### src/rtl/mem_stage_if.sv
// Data-memory request/response bus between the M stage and the data memory.
// master = pipeline side (issues requests), slave = memory side.
interface mem_stage_if;
    logic        dm_req;
    logic        dm_we;
    logic [31:0] dm_addr;
    logic [31:0] dm_wdata;
    logic        dm_ack;
    logic [31:0] dm_rdata;

    modport master (
        output dm_req, dm_we, dm_addr, dm_wdata,
        input  dm_ack, dm_rdata
    );

    modport slave (
        input  dm_req, dm_we, dm_addr, dm_wdata,
        output dm_ack, dm_rdata
    );
endinterface

### src/rtl/mem_stage.sv
// M-to-W pipeline stage with a blocking data-memory port.
// A load/store stalls the upstream pipe, issues one word-aligned request,
// waits for the ack (or gives up after 256 cycles and flags mem_err),
// then hands the result to the W stage on the cycle after completion.
module mem_stage (
    input  logic        clk,
    input  logic        rst,
    input  logic        mwreg,
    input  logic        mm2reg,
    input  logic        mwmem,
    input  logic [31:0] malu,
    input  logic [31:0] mb,
    input  logic [4:0]  mGPR,
    mem_stage_if.master dm,
    output logic        mem_stall,
    output logic        wwreg,
    output logic        wm2reg,
    output logic [31:0] wmo,
    output logic [31:0] walu,
    output logic [4:0]  wGPR,
    output logic        mem_err
);

    typedef enum logic [1:0] {IDLE, REQ, DONE} state_t;

    state_t      state_q, state_d;
    logic [7:0]  wcnt;
    logic [31:0] buffer;
    logic        mem_op;
    logic        timeout;

    assign mem_op  = mm2reg | mwmem;
    assign timeout = (wcnt == 8'hFF) && !dm.dm_ack;

    // State register; reset drops any in-flight transaction.
    always_ff @(posedge clk or negedge rst) begin
        if (!rst) state_q <= IDLE;
        else      state_q <= state_d;
    end

    // Next-state and stall: stall covers the issue cycle and every wait cycle.
    always_comb begin
        state_d   = state_q;
        mem_stall = 1'b0;
        case (state_q)
            IDLE: begin
                mem_stall = mem_op;
                if (mem_op) state_d = REQ;
            end
            REQ: begin
                mem_stall = 1'b1;
                if (dm.dm_ack || timeout) state_d = DONE;
            end
            DONE:    state_d = IDLE;
            default: state_d = IDLE;
        endcase
    end

    // Request bus, read buffer, timeout counter and W-stage registers.
    always_ff @(posedge clk or negedge rst) begin
        if (!rst) begin
            wcnt        <= 8'd0;
            buffer      <= 32'd0;
            mem_err     <= 1'b0;
            dm.dm_req   <= 1'b0;
            dm.dm_we    <= 1'b0;
            dm.dm_addr  <= 32'd0;
            dm.dm_wdata <= 32'd0;
            wwreg       <= 1'b0;
            wm2reg      <= 1'b0;
            wmo         <= 32'd0;
            walu        <= 32'd0;
            wGPR        <= 5'd0;
        end else begin
            case (state_q)
                IDLE: begin
                    if (mem_op) begin
                        // Store wins when both controls are set; address forced to a word.
                        dm.dm_req   <= 1'b1;
                        dm.dm_we    <= mwmem;
                        dm.dm_addr  <= malu & ~32'h3;
                        dm.dm_wdata <= mb;
                        wcnt        <= 8'd0;
                        wwreg       <= 1'b0;
                        wm2reg      <= 1'b0;
                        wmo         <= 32'd0;
                        walu        <= 32'd0;
                        wGPR        <= 5'd0;
                    end else begin
                        wwreg  <= mwreg;
                        wm2reg <= mm2reg;
                        wmo    <= 32'd0;
                        walu   <= malu;
                        wGPR   <= mGPR;
                    end
                end
                REQ: begin
                    wwreg  <= 1'b0;
                    wm2reg <= 1'b0;
                    wmo    <= 32'd0;
                    walu   <= 32'd0;
                    wGPR   <= 5'd0;
                    if (dm.dm_ack) begin
                        dm.dm_req <= 1'b0;
                        dm.dm_we  <= 1'b0;
                        buffer    <= dm.dm_we ? 32'd0 : dm.dm_rdata;
                    end else begin
                        wcnt <= wcnt + 8'd1;
                        if (timeout) begin
                            dm.dm_req <= 1'b0;
                            buffer    <= 32'hDEADBEEF;
                            mem_err   <= 1'b1;
                        end
                    end
                end
                DONE: begin
                    wwreg  <= mwreg;
                    wm2reg <= mm2reg;
                    wmo    <= buffer;
                    walu   <= malu;
                    wGPR   <= mGPR;
                end
                default: ;
            endcase
        end
    end

endmodule

### src/flat_wrapper.sv
// flat-port wrapper written by rule: the top's interface ports become plain ports
module mem_stage_flat 
  (clk, rst, mwreg, mm2reg, mwmem, malu, mb, mGPR, mem_stall, wwreg, wm2reg, wmo, walu, wGPR, mem_err, dm_dm_req, dm_dm_we, dm_dm_addr, dm_dm_wdata, dm_dm_ack, dm_dm_rdata);
  mem_stage_if dm_i ();
  input  logic clk;
  input  logic rst;
  input  logic mwreg;
  input  logic mm2reg;
  input  logic mwmem;
  input  logic [31:0] malu;
  input  logic [31:0] mb;
  input  logic [4:0] mGPR;
  output logic mem_stall;
  output logic wwreg;
  output logic wm2reg;
  output logic [31:0] wmo;
  output logic [31:0] walu;
  output logic [4:0] wGPR;
  output logic mem_err;
  output wire logic [$bits(dm_i.dm_req)-1:0] dm_dm_req;
  output wire logic [$bits(dm_i.dm_we)-1:0] dm_dm_we;
  output wire logic [$bits(dm_i.dm_addr)-1:0] dm_dm_addr;
  output wire logic [$bits(dm_i.dm_wdata)-1:0] dm_dm_wdata;
  input wire logic [$bits(dm_i.dm_ack)-1:0] dm_dm_ack;
  input wire logic [$bits(dm_i.dm_rdata)-1:0] dm_dm_rdata;
  assign dm_dm_req = dm_i.dm_req;
  assign dm_dm_we = dm_i.dm_we;
  assign dm_dm_addr = dm_i.dm_addr;
  assign dm_dm_wdata = dm_i.dm_wdata;
  assign dm_i.dm_ack = dm_dm_ack;
  assign dm_i.dm_rdata = dm_dm_rdata;
  mem_stage u_core (.clk(clk), .rst(rst), .mwreg(mwreg), .mm2reg(mm2reg), .mwmem(mwmem), .malu(malu), .mb(mb), .mGPR(mGPR), .dm(dm_i), .mem_stall(mem_stall), .wwreg(wwreg), .wm2reg(wm2reg), .wmo(wmo), .walu(walu), .wGPR(wGPR), .mem_err(mem_err));
endmodule
### config.mk
export PLATFORM = sky130hd
export DESIGN_NAME = mem_stage_flat
export DESIGN_NICKNAME = d
export VERILOG_FILES = /design/src/rtl/mem_stage_if.sv /design/src/rtl/mem_stage.sv /design/src/flat_wrapper.sv
export SDC_FILE = /design/constraint.sdc
export NUM_CORES = 1
export LEC_CHECK = 0
export CAP_MARGIN = 20
export CORE_UTILIZATION = 40
export DETAILED_ROUTE_END_ITERATION = 8
export PLACE_DENSITY = 0.71
export SLEW_MARGIN = 20
export SYNTH_ARGS = -nofsm -noshare
export SYNTH_HDL_FRONTEND = slang
export SYNTH_SLANG_ARGS = --single-unit
### constraint.sdc
create_clock -name clk -period 3.78 [get_ports clk]
set_input_delay 0.945 -clock clk [delete_from_list [all_inputs] [get_ports clk]]
set_output_delay 0.945 -clock clk [all_outputs]
set_load 0.03 [all_outputs]
==> reports/metrics.yaml, run 1 <==
floorplanning:
  die_area_um2: 17800
  core-area_um2: 16700
  ios: 246
  dieHeight_um: 133.4
  start_util_pct: 41.36
  row_count: 47
  die_w_um: 133.4
detailed_routing:
  via_count: 5105
  wire_per_inst_um: 17.98
  drtAntennaViolNets: 0
  wl_mm: 18.04
  drt_iter0_markers: 260
  viasPerCell: 5.090
  drc: 0
  firstDrtPassIters: 4
clock_tree:
  clk_pin_slew_worst_paths_ns: 0.06
  cts_root_buffer: "clkbuf_16"
  cts-resized-gates: 0
  clock-sinks: 178
  hold_buffers: 0
  h-tree-depth: 4
  cts_buffers: 17
  cts_tree: "done"
  clkLatencyLatePin_ns: 0.43
  clockBufferDepth: 2
  post_cts_buffers: 0
power:
  power.density_nw_per_um2: 917.8
  finalPower_mw: 9.319
  total_leakage_power_nw: 4.314
  ir_worst_vdd_uv: 439.1
grt:
  grt.total_usage_pct: 21.14
  grt_pass1_wl_mm: 29.41
  grt_max_degree: 84
  grt_pass1_vias: 5529
  grt_overflow_total: 0
  antenna_found_initial: 0
synth:
  synth_seq_area_share_pct: 64.48
  synth_area_leaders: "dfrtp_1 64%, mux2_2 9.5%, a22o_1 5.8%, nand2_1 4.0%, a2bb2oi_1 3.0%"
  synth_top_area_share_pct: 64.48
  syn_avg_cell_area_um2: 12.86
  synth-seq-cells: 178
  yosys_warnings: 0
  synth_top_area_cell: "dfrtp_1"
  synth_area_um2: 6908
  ys_types: 41
  synthCells: 537
hold_path:
  hold_start: "u_core.mem_err"
  hold_end: "u_core.mem_err"
  hold_class: "register to register"
  hold_depth: 1
critical_path:
  r2r_slack_ns: 1.44
  arrival_ns: 1.93
  crit_path_start_kind: "input pin"
  rr_startpoint: "u_core.state_q[1]"
  critical_path_required_ns: 2.83
  timing.rr.end: "u_core.wcnt[7]"
  rr_worst_depth: 6
  worstPathMaxFanout: 5
  critical_path_class: "input pin to output pin"
  end_kind: "output pin"
sta:
  fin_crit_sh_pct: 76.04
  fmax_mhz: 347.9
  fin_skew_ns: 0.006386
  fin_setup_tns_ns: 0
  tightest_slew_ns: 0.8567
  drv_slew: 0
  rsz0062_at_grt: "false"
  setup_viol: 0
  relSlewSlack_pct: 42.89
  hold_violations: 0
  period_needed_ns: 2.874
place:
  place.gp.congestion: 0.7826
  hpwl_mm: 12.45
  portBuffers: 243
cells_and_area:
  area_growth_pct: 46.98
  drive_above_1_share_pct: 13.15
  insertedDiodeCount: 0
  nNetsFinal: 883
job:
  maxCapViolCount: 0
status:
  status: "completed"
==> area by class of cell <==
cell class | count | area, µm²
clock buffers | 19 | 442.9
clock inverters | 12 | 157.7
fillers | 1331 | 6548
inverters | 2 | 7.507
multi-input cells | 321 | 2312
flip-flops and latches | 178 | 4454
well taps | 220 | 275.3
repair buffers | 251 | 2504
==> Yosys cell counts, drive strengths merged <==
| cell type | count |
|---|---|
| o21ai | 39 |
| nor3 | 1 |
| mux2 | 62 |
| or3b | 1 |
| nand4 | 2 |
| o2111ai | 1 |
| o221ai | 1 |
| dfrtp | 178 |
| xor2 | 2 |
| buf | 14 |
| nor2 | 11 |
| nor2b | 1 |
| and2 | 2 |
| o21bai | 1 |
| a21oi | 6 |
| nand3 | 3 |
| nor3b | 1 |
| a22o | 46 |
| or3 | 3 |
| or4 | 2 |
| and2b | 1 |
| nand2 | 73 |
| inv | 2 |
| a32o | 1 |
| conb | 1 |
| a2bb2oi | 24 |
| a21o | 1 |
| mux2i | 1 |
| clkbuf | 23 |
| nand2b | 25 |
| ha | 5 |
| o31ai | 1 |
| nor4 | 1 |
| xnor2 | 1 |
==> metal layers <==
layer | share of wire (%) | global-route usage, % | up-vias
li1 | - | - | 2355
met1 | 41 | 25.49 | 2522
met2 | 49 | 35.21 | 200
met3 | 8.0 | 7.534 | 28
met4 | 1.7 | 6.881 | 0
met5 | 0 | 0 | -
==> cell usage in the layout (no fill, tap or decap), drive strengths merged, types with 4 or more instances in the layout <==
cell	Yosys	final
a21oi	6	6
a22o	46	46
a2bb2oi	24	24
buf	14	10
clkbuf	23	19
clkdlybuf4s50	0	241
clkinv	0	4
dfrtp	178	178
ha	5	5
inv	2	4
mux2	62	62
nand2	73	73
nand2b	25	25
nor2	11	11
o21ai	39	39
==> state kept, by name, summed over array words and instances (netlist names), 2 cells and up <==
register	flops
u_core.state_q	2
u_core.dm.dm_addr	30
u_core.wmo	32
u_core.dm.dm_wdata	32
u_core.walu	32
u_core.wcnt	8
u_core.buffer	32
u_core.wGPR	5
==> cell families (layout without fill, tap and decap cells) <==
kind of cell               Yosys count  in the layout  synth area share (%)
AOI/OAI and AO/OA                  121            121                 12.86
muxes                               63             63                 10.25
other                                1              2               0.05429
adders and majority gates            5              5                0.9056
DFF                                178            178                 64.48
xor gates and xnor gates             3              3                0.3804
and+or+nand+nor                    127            127                 8.586
buffers and inverters               39            284                 2.481
==> report_power, final <==
group | internal, mW | leakage (nW) | switching (mW)
Clock | 1.06 | 0.286 | 0.735
Sequential | 2.69 | 2.24 | 0.456
Combinational | 1.94 | 1.78 | 2.44
Total | 5.69 | 4.31 | 3.63
==> how the worst max path moves through the flow <==
stage,end,startpoint,cells after the start
after detailed placement,u_core.dm.dm_req,mm2reg,6
after floorplan,mem_stall,mwmem,4
after global placement,u_core.dm.dm_req,mm2reg,6
final,mem_stall,mm2reg,4
after global routing,mem_stall,mm2reg,4
after CTS,mem_stall,mm2reg,4
==> metrics by stage <==
step | instances | cell area (µm²) | setup slack (ns) | hold WS [ns] | utilization (%)
2_1_floorplan | 538 | 6912 | 0.9889 | 0.4729 | -
3_3_place_gp | 972 | 9553 | 0.7875 | 0.4439 | 57.20
3_5_place_dp | 972 | 9553 | 0.7654 | 0.4471 | 57.20
4_1_cts | 1003 | 10150 | 0.9035 | 0.4611 | 60.80
5_1_grt | 1003 | 10150 | 0.8587 | 0.4900 | 60.80
6_report | 1003 | 10150 | 0.9055 | 0.4557 | 60.80
==> critical path, stage by stage <==
cell and delay, ns:
clkdlybuf4s50_1 0.54, o21ai_4 0.19, nand2b_1 0.08, buf_4 0.17
Power figures use the tool's default switching activity.
==> inputs of run 2 (changes only) <==
- PLACE_DENSITY: 0.71 -> 0.73
- clock period: 3.78 -> 2.59 ns (I/O delays scaled with it)
==> run 2 against run 1 <==
Effect of this change: clock skew increased by 0.0061 ns; global-route usage decreased by 0.18 points; via count up 1.3%; sequential share of layout area shrank 0.33 points; register-to-register slack worse by 1.1 ns; first-iteration DRC count is 20% lower; combinational power rose by 48%; die area did not move; non-clock buffer count grew 8; final cell count increased by 0.90%; sequential power grew 45%; cell area grew 0.75%; critical endpoint unchanged; highest routed layer unchanged.
==> reports/metrics.yaml, run 2 (same netlist as run 1, synthesis figures left out) <==
status:
  status: "completed"
floorplanning:
  die_area_um2: 17800
  dieHeight_um: 133.4
  start_util_pct: 41.36
  core-area_um2: 16700
  die_w_um: 133.4
  ios: 246
  row_count: 47
cells_and_area:
  nNetsFinal: 891
  area_growth_pct: 48.09
  final_cell_mix: "241 x clkdlybuf4s50_1, 178 x dfrtp_1, 73 x nand2_1, 58 x mux2_2, 46 x a22o_1"
  final_util_pct: 61.25
  insertedDiodeCount: 0
  layout_commonest_cell: "clkdlybuf4s50_1"
  drive_above_1_share_pct: 14.27
  fillers: 1303
  instances_no_fill: 1012
  regArea_um2: 4454
  multi_input_area_um2: 2312
detailed_routing:
  drtAntennaViolNets: 0
  firstDrtPassIters: 5
  viasPerCell: 5.111
  drt_iter0_markers: 208
  wire_per_inst_um: 17.58
  wl_mm: 17.79
  via_count: 5172
  drc: 0
grt:
  antenna_found_initial: 0
  grt.total_usage_pct: 20.96
  grt_pass1_wl_mm: 29.04
  grt_max_degree: 63
  grt_pass1_vias: 5615
  grt_overflow_total: 0
sta:
  fin_setup_tns_ns: 0
  fin_crit_sh_pct: 90.31
  setup_viol: 0
  drv_slew: 0
  fin_skew_ns: 0.01247
  relSlewSlack_pct: 59.87
  hold_violations: 0
  fmax_mhz: 427.6
  tightest_slew_ns: 0.5997
  rsz0062_at_grt: "false"
  period_needed_ns: 2.339
clock_tree:
  clock-sinks: 178
  cts_buffers: 17
  clockBufferDepth: 2
  clk_pin_slew_worst_paths_ns: 0.07
  cts-resized-gates: 0
  hold_buffers: 0
  post_cts_buffers: 0
  h-tree-depth: 4
  cts_root_buffer: "clkbuf_16"
  clkLatencyLatePin_ns: 0.43
  cts_tree: "done"
power:
  share_seq_of_total_power_pct: 33.6
  p_int_mw: 8.272
  p_clk_share_pct: 18.6
  p_sw_share_pct: 39.15
  pwr-share-comb_pct: 47.7
  power.density_nw_per_um2: 1329
  switchingPower_mw: 5.323
  ir_worst_vdd_uv: 663.8
  total_leakage_power_nw: 4.375
critical_path:
  crit_path_start_kind: "input pin"
  worstPathMaxFanout: 5
  critical_path_required_ns: 1.94
  arrival_ns: 1.69
  critical_path_class: "input pin to output pin"
  end_kind: "output pin"
place:
  portBuffers: 243
  hpwl_mm: 12.41
  dp.cells: 980
  place.gp.congestion: 0.8230
hold_path:
  hold_class: "input pin to asynchronous set/reset pin"
job:
  maxCapViolCount: 0
run 2: changes by cell type in the layout (fill, tap and decap cells not counted), moves of 2 or more:
cell and delta:
clkinvlp_4 -3, buf_4 +5, buf_12 +3, clkinv_2 +4
inv_6 +2
run 2: power groups by stage:
stage | Combinational (mW) | Sequential [mW] | Clock, mW
after floorplan | 2.11 | 6.23 | 0
after global placement | 6.44 | 4.53 | 0
after detailed placement | 6.54 | 4.60 | 0
after CTS | 6.57 | 4.58 | 2.59
after global routing | 6.86 | 4.71 | 2.71
final | 6.49 | 4.57 | 2.53
run 2: final cells by class:
type / count / share of cell area (%)
repair buffers: 259 / 25.43
flip-flops and latches: 178 / 43.54
well taps: 220 / 2.691
inverters: 2 / 0.07339
clock inverters: 15 / 1.504
multi-input cells: 321 / 22.60
clock buffers: 17 / 4.159
run 2: metrics by stage:
step / cell area (µm²) / hold slack, ns / power, mW / setup slack [ns]
finish: 10230 / 0.1669 / 13.59 / 0.2511
global route: 10230 / 0.1856 / 14.27 / 0.1674
CTS: 10230 / 0.1699 / 13.74 / 0.2396
detailed placement: 9651 / 0.4452 / 11.15 / 0.04847
global placement: 9651 / 0.4405 / 10.97 / 0.08359
floorplan: 6912 / 0.3519 / 8.344 / 0.3814
run 2: path summary, 6_finish.rpt:
kind / start / end / slack [ns] / depth (start not counted)
min in group clk: u_core.mem_err / u_core.mem_err / 0.47 / 1
hold / removal: rst / u_core.buffer[9] / 0.17 / 1
hold reg to reg: u_core.mem_err / u_core.mem_err / 0.47 / 1
max in group asynchronous: rst / u_core.wmo[22] / 1.76 / 2
setup reg to reg: u_core.state_q[0] / u_core.wcnt[7] / 0.34 / 6
setup / recovery: mwmem / mem_stall / 0.25 / 4
run 2: metal layers:
| metal | global-route usage [%] | up-vias | part of all wire, % |
|---|---|---|---|
| met4 | 7.008 | 0 | 2.0 |
| met3 | 7.572 | 26 | 8.0 |
| met1 | 25.19 | 2574 | 41 |
| met2 | 34.87 | 202 | 49 |
| li1 | - | 2370 | - |
| met5 | 0 | - | 0 |
run 2: worst max-delay path, cell delays in order:
cell and delay, ns:
clkdlybuf4s50_1 0.52, o21ai_4 0.27, nand2b_1 0.09, buf_4 0.17
==> inputs of run 3 (changes only) <==
- CAP_MARGIN: 20 -> 40
- CORE_MARGIN: default -> 2
==> run 3 against run 2 <==
Effect of this change: global-route usage fell by 0.89 points; setup slack got worse by 0.0072 ns; critical endpoint unchanged; highest routed layer unchanged; largest cell class unchanged; die area rose by 3.0%; critical path depth rose by 1.
==> reports/metrics.yaml, run 3 (same netlist as run 1, synthesis figures left out) <==
detailed_routing:
  routed-wl-met3_mm: 1.614
  firstDrtPassIters: 4
  viasPerCell: 5.099
  drtAntennaViolNets: 0
  wl_mm: 17.96
  top_layer: "met4"
  drt_iter0_markers: 240
  routed-wl-met2_mm: 8.654
  via_count: 5170
  wl_met1_mm: 7.309
  wire_per_inst_um: 17.71
  drc: 0
critical_path:
  critical_path_required_ns: 1.94
  arrival_ns: 1.70
  r2r_slack_ns: 0.33
  worstPathMaxFanout: 6
  rr_worst_depth: 6
  crit_path_start_kind: "register"
  rr_startpoint: "u_core.state_q[0]"
  timing.rr.end: "u_core.wcnt[7]"
  critical_path_class: "register to output pin"
  end_kind: "output pin"
sta:
  hold_violations: 0
  fin_crit_sh_pct: 90.58
  tightest_slew_ns: 0.6028
  fmax_mhz: 426.2
  drv_slew: 0
  fin_setup_tns_ns: 0
  fin_skew_ns: 0.006539
  relSlewSlack_pct: 59.82
  period_needed_ns: 2.346
  rsz0062_at_grt: "false"
  setup_viol: 0
clock_tree:
  clock-sinks: 178
  h-tree-depth: 4
  cts-resized-gates: 0
  clockBufferDepth: 2
  hold_buffers: 0
  post_cts_buffers: 0
  clkLatencyLatePin_ns: 0.43
  clk_pin_slew_worst_paths_ns: 0.06
  cts_buffers: 17
  cts_root_buffer: "clkbuf_16"
  cts_tree: "done"
floorplanning:
  row_count: 48
  die_w_um: 135.4
  ios: 246
  start_util_pct: 40.36
  dieHeight_um: 135.4
  die_area_um2: 18340
  core-area_um2: 17120
power:
  p_sw_share_pct: 39.57
  pwr-share-comb_pct: 48.6
  p_int_mw: 8.106
  p_clk_share_pct: 17.3
  total_leakage_power_nw: 4.327
  ir_worst_vdd_uv: 740.6
  power.density_nw_per_um2: 1318
  switchingPower_mw: 5.308
  share_seq_of_total_power_pct: 34.1
grt:
  grt_pass1_vias: 5424
  grt.total_usage_pct: 20.07
  antenna_found_initial: 0
  grt_max_degree: 90
  grt_pass1_wl_mm: 28.52
  grt_overflow_total: 0
cells_and_area:
  regArea_um2: 4454
  final_cell_mix: "241 x clkdlybuf4s50_1, 178 x dfrtp_1, 73 x nand2_1, 58 x mux2_2, 46 x a22o_1"
  nNetsFinal: 888
  multi_input_area_um2: 2317
  area_growth_pct: 47.31
  fillers: 1347
  final_area_um2: 10180
  insertedDiodeCount: 0
  drive_above_1_share_pct: 13.69
  layout_commonest_cell: "clkdlybuf4s50_1"
place:
  place.gp.congestion: 0.7769
  hpwl_mm: 12.63
  placed_area_um2: 9647
  portBuffers: 243
job:
  maxCapViolCount: 0
status:
  status: "completed"
hold_path:
  hold_class: "input pin to asynchronous set/reset pin"
run 3: worst max-delay path by stage:
stage                                  from               to  slack (ns)
after detailed placement             mm2reg   u_core.wcnt[7]        0.05
after floorplan           u_core.state_q[0]        mem_stall        0.38
after global placement                mwmem  u_core.walu[19]        0.03
final                     u_core.state_q[0]        mem_stall        0.24
after global routing      u_core.state_q[0]        mem_stall        0.14
after CTS                 u_core.state_q[0]        mem_stall        0.22
run 3: per-stage QoR:
| step | cells | setup slack, ns | utilization (%) | power [mW] | hold slack, ns |
|---|---|---|---|---|---|
| 2_1_floorplan | 538 | 0.3814 | - | 8.344 | 0.3519 |
| 3_3_place_gp | 981 | 0.03010 | 56.20 | 10.94 | 0.4432 |
| 3_5_place_dp | 982 | 0.05226 | 56.36 | 11.17 | 0.4516 |
| 4_1_cts | 1014 | 0.2240 | 59.45 | 13.55 | 0.1082 |
| 5_1_grt | 1014 | 0.1410 | 59.45 | 14.13 | 0.1146 |
| 6_report | 1014 | 0.2439 | 59.45 | 13.41 | 0.1021 |
run 3: cell type report:
cell class | instances | area share, %
inverter | 2 | 0.07377
multi-input combinational | 321 | 22.77
clock buffer | 20 | 4.390
tap | 225 | 2.767
sequential | 178 | 43.77
clock inverter | 12 | 0.8115
timing repair buffer | 256 | 25.41
run 3: per-layer routing:
layer	vias to the layer above	track usage (%)
li1	2364	-
met1	2576	24.44
met2	202	32.99
met3	28	7.333
met4	0	7.176
met5	-	0
run 3: power groups by stage:
| stage | logic [mW] | clock network, mW | registers, mW |
|---|---|---|---|
| finish | 6.52 | 2.33 | 4.57 |
| global route | 6.90 | 2.52 | 4.72 |
| CTS | 6.59 | 2.38 | 4.58 |
| detailed placement | 6.56 | 0 | 4.60 |
| global placement | 6.40 | 0 | 4.54 |
| floorplan | 2.11 | 0 | 6.23 |
run 3: critical path: stages, from the launching register on:
cell and delay [ns]:
dfrtp_1 0.45, inv_1 0.11, ha_1 0.35, o21ai_4 0.11, nand2b_1 0.09, buf_4 0.16
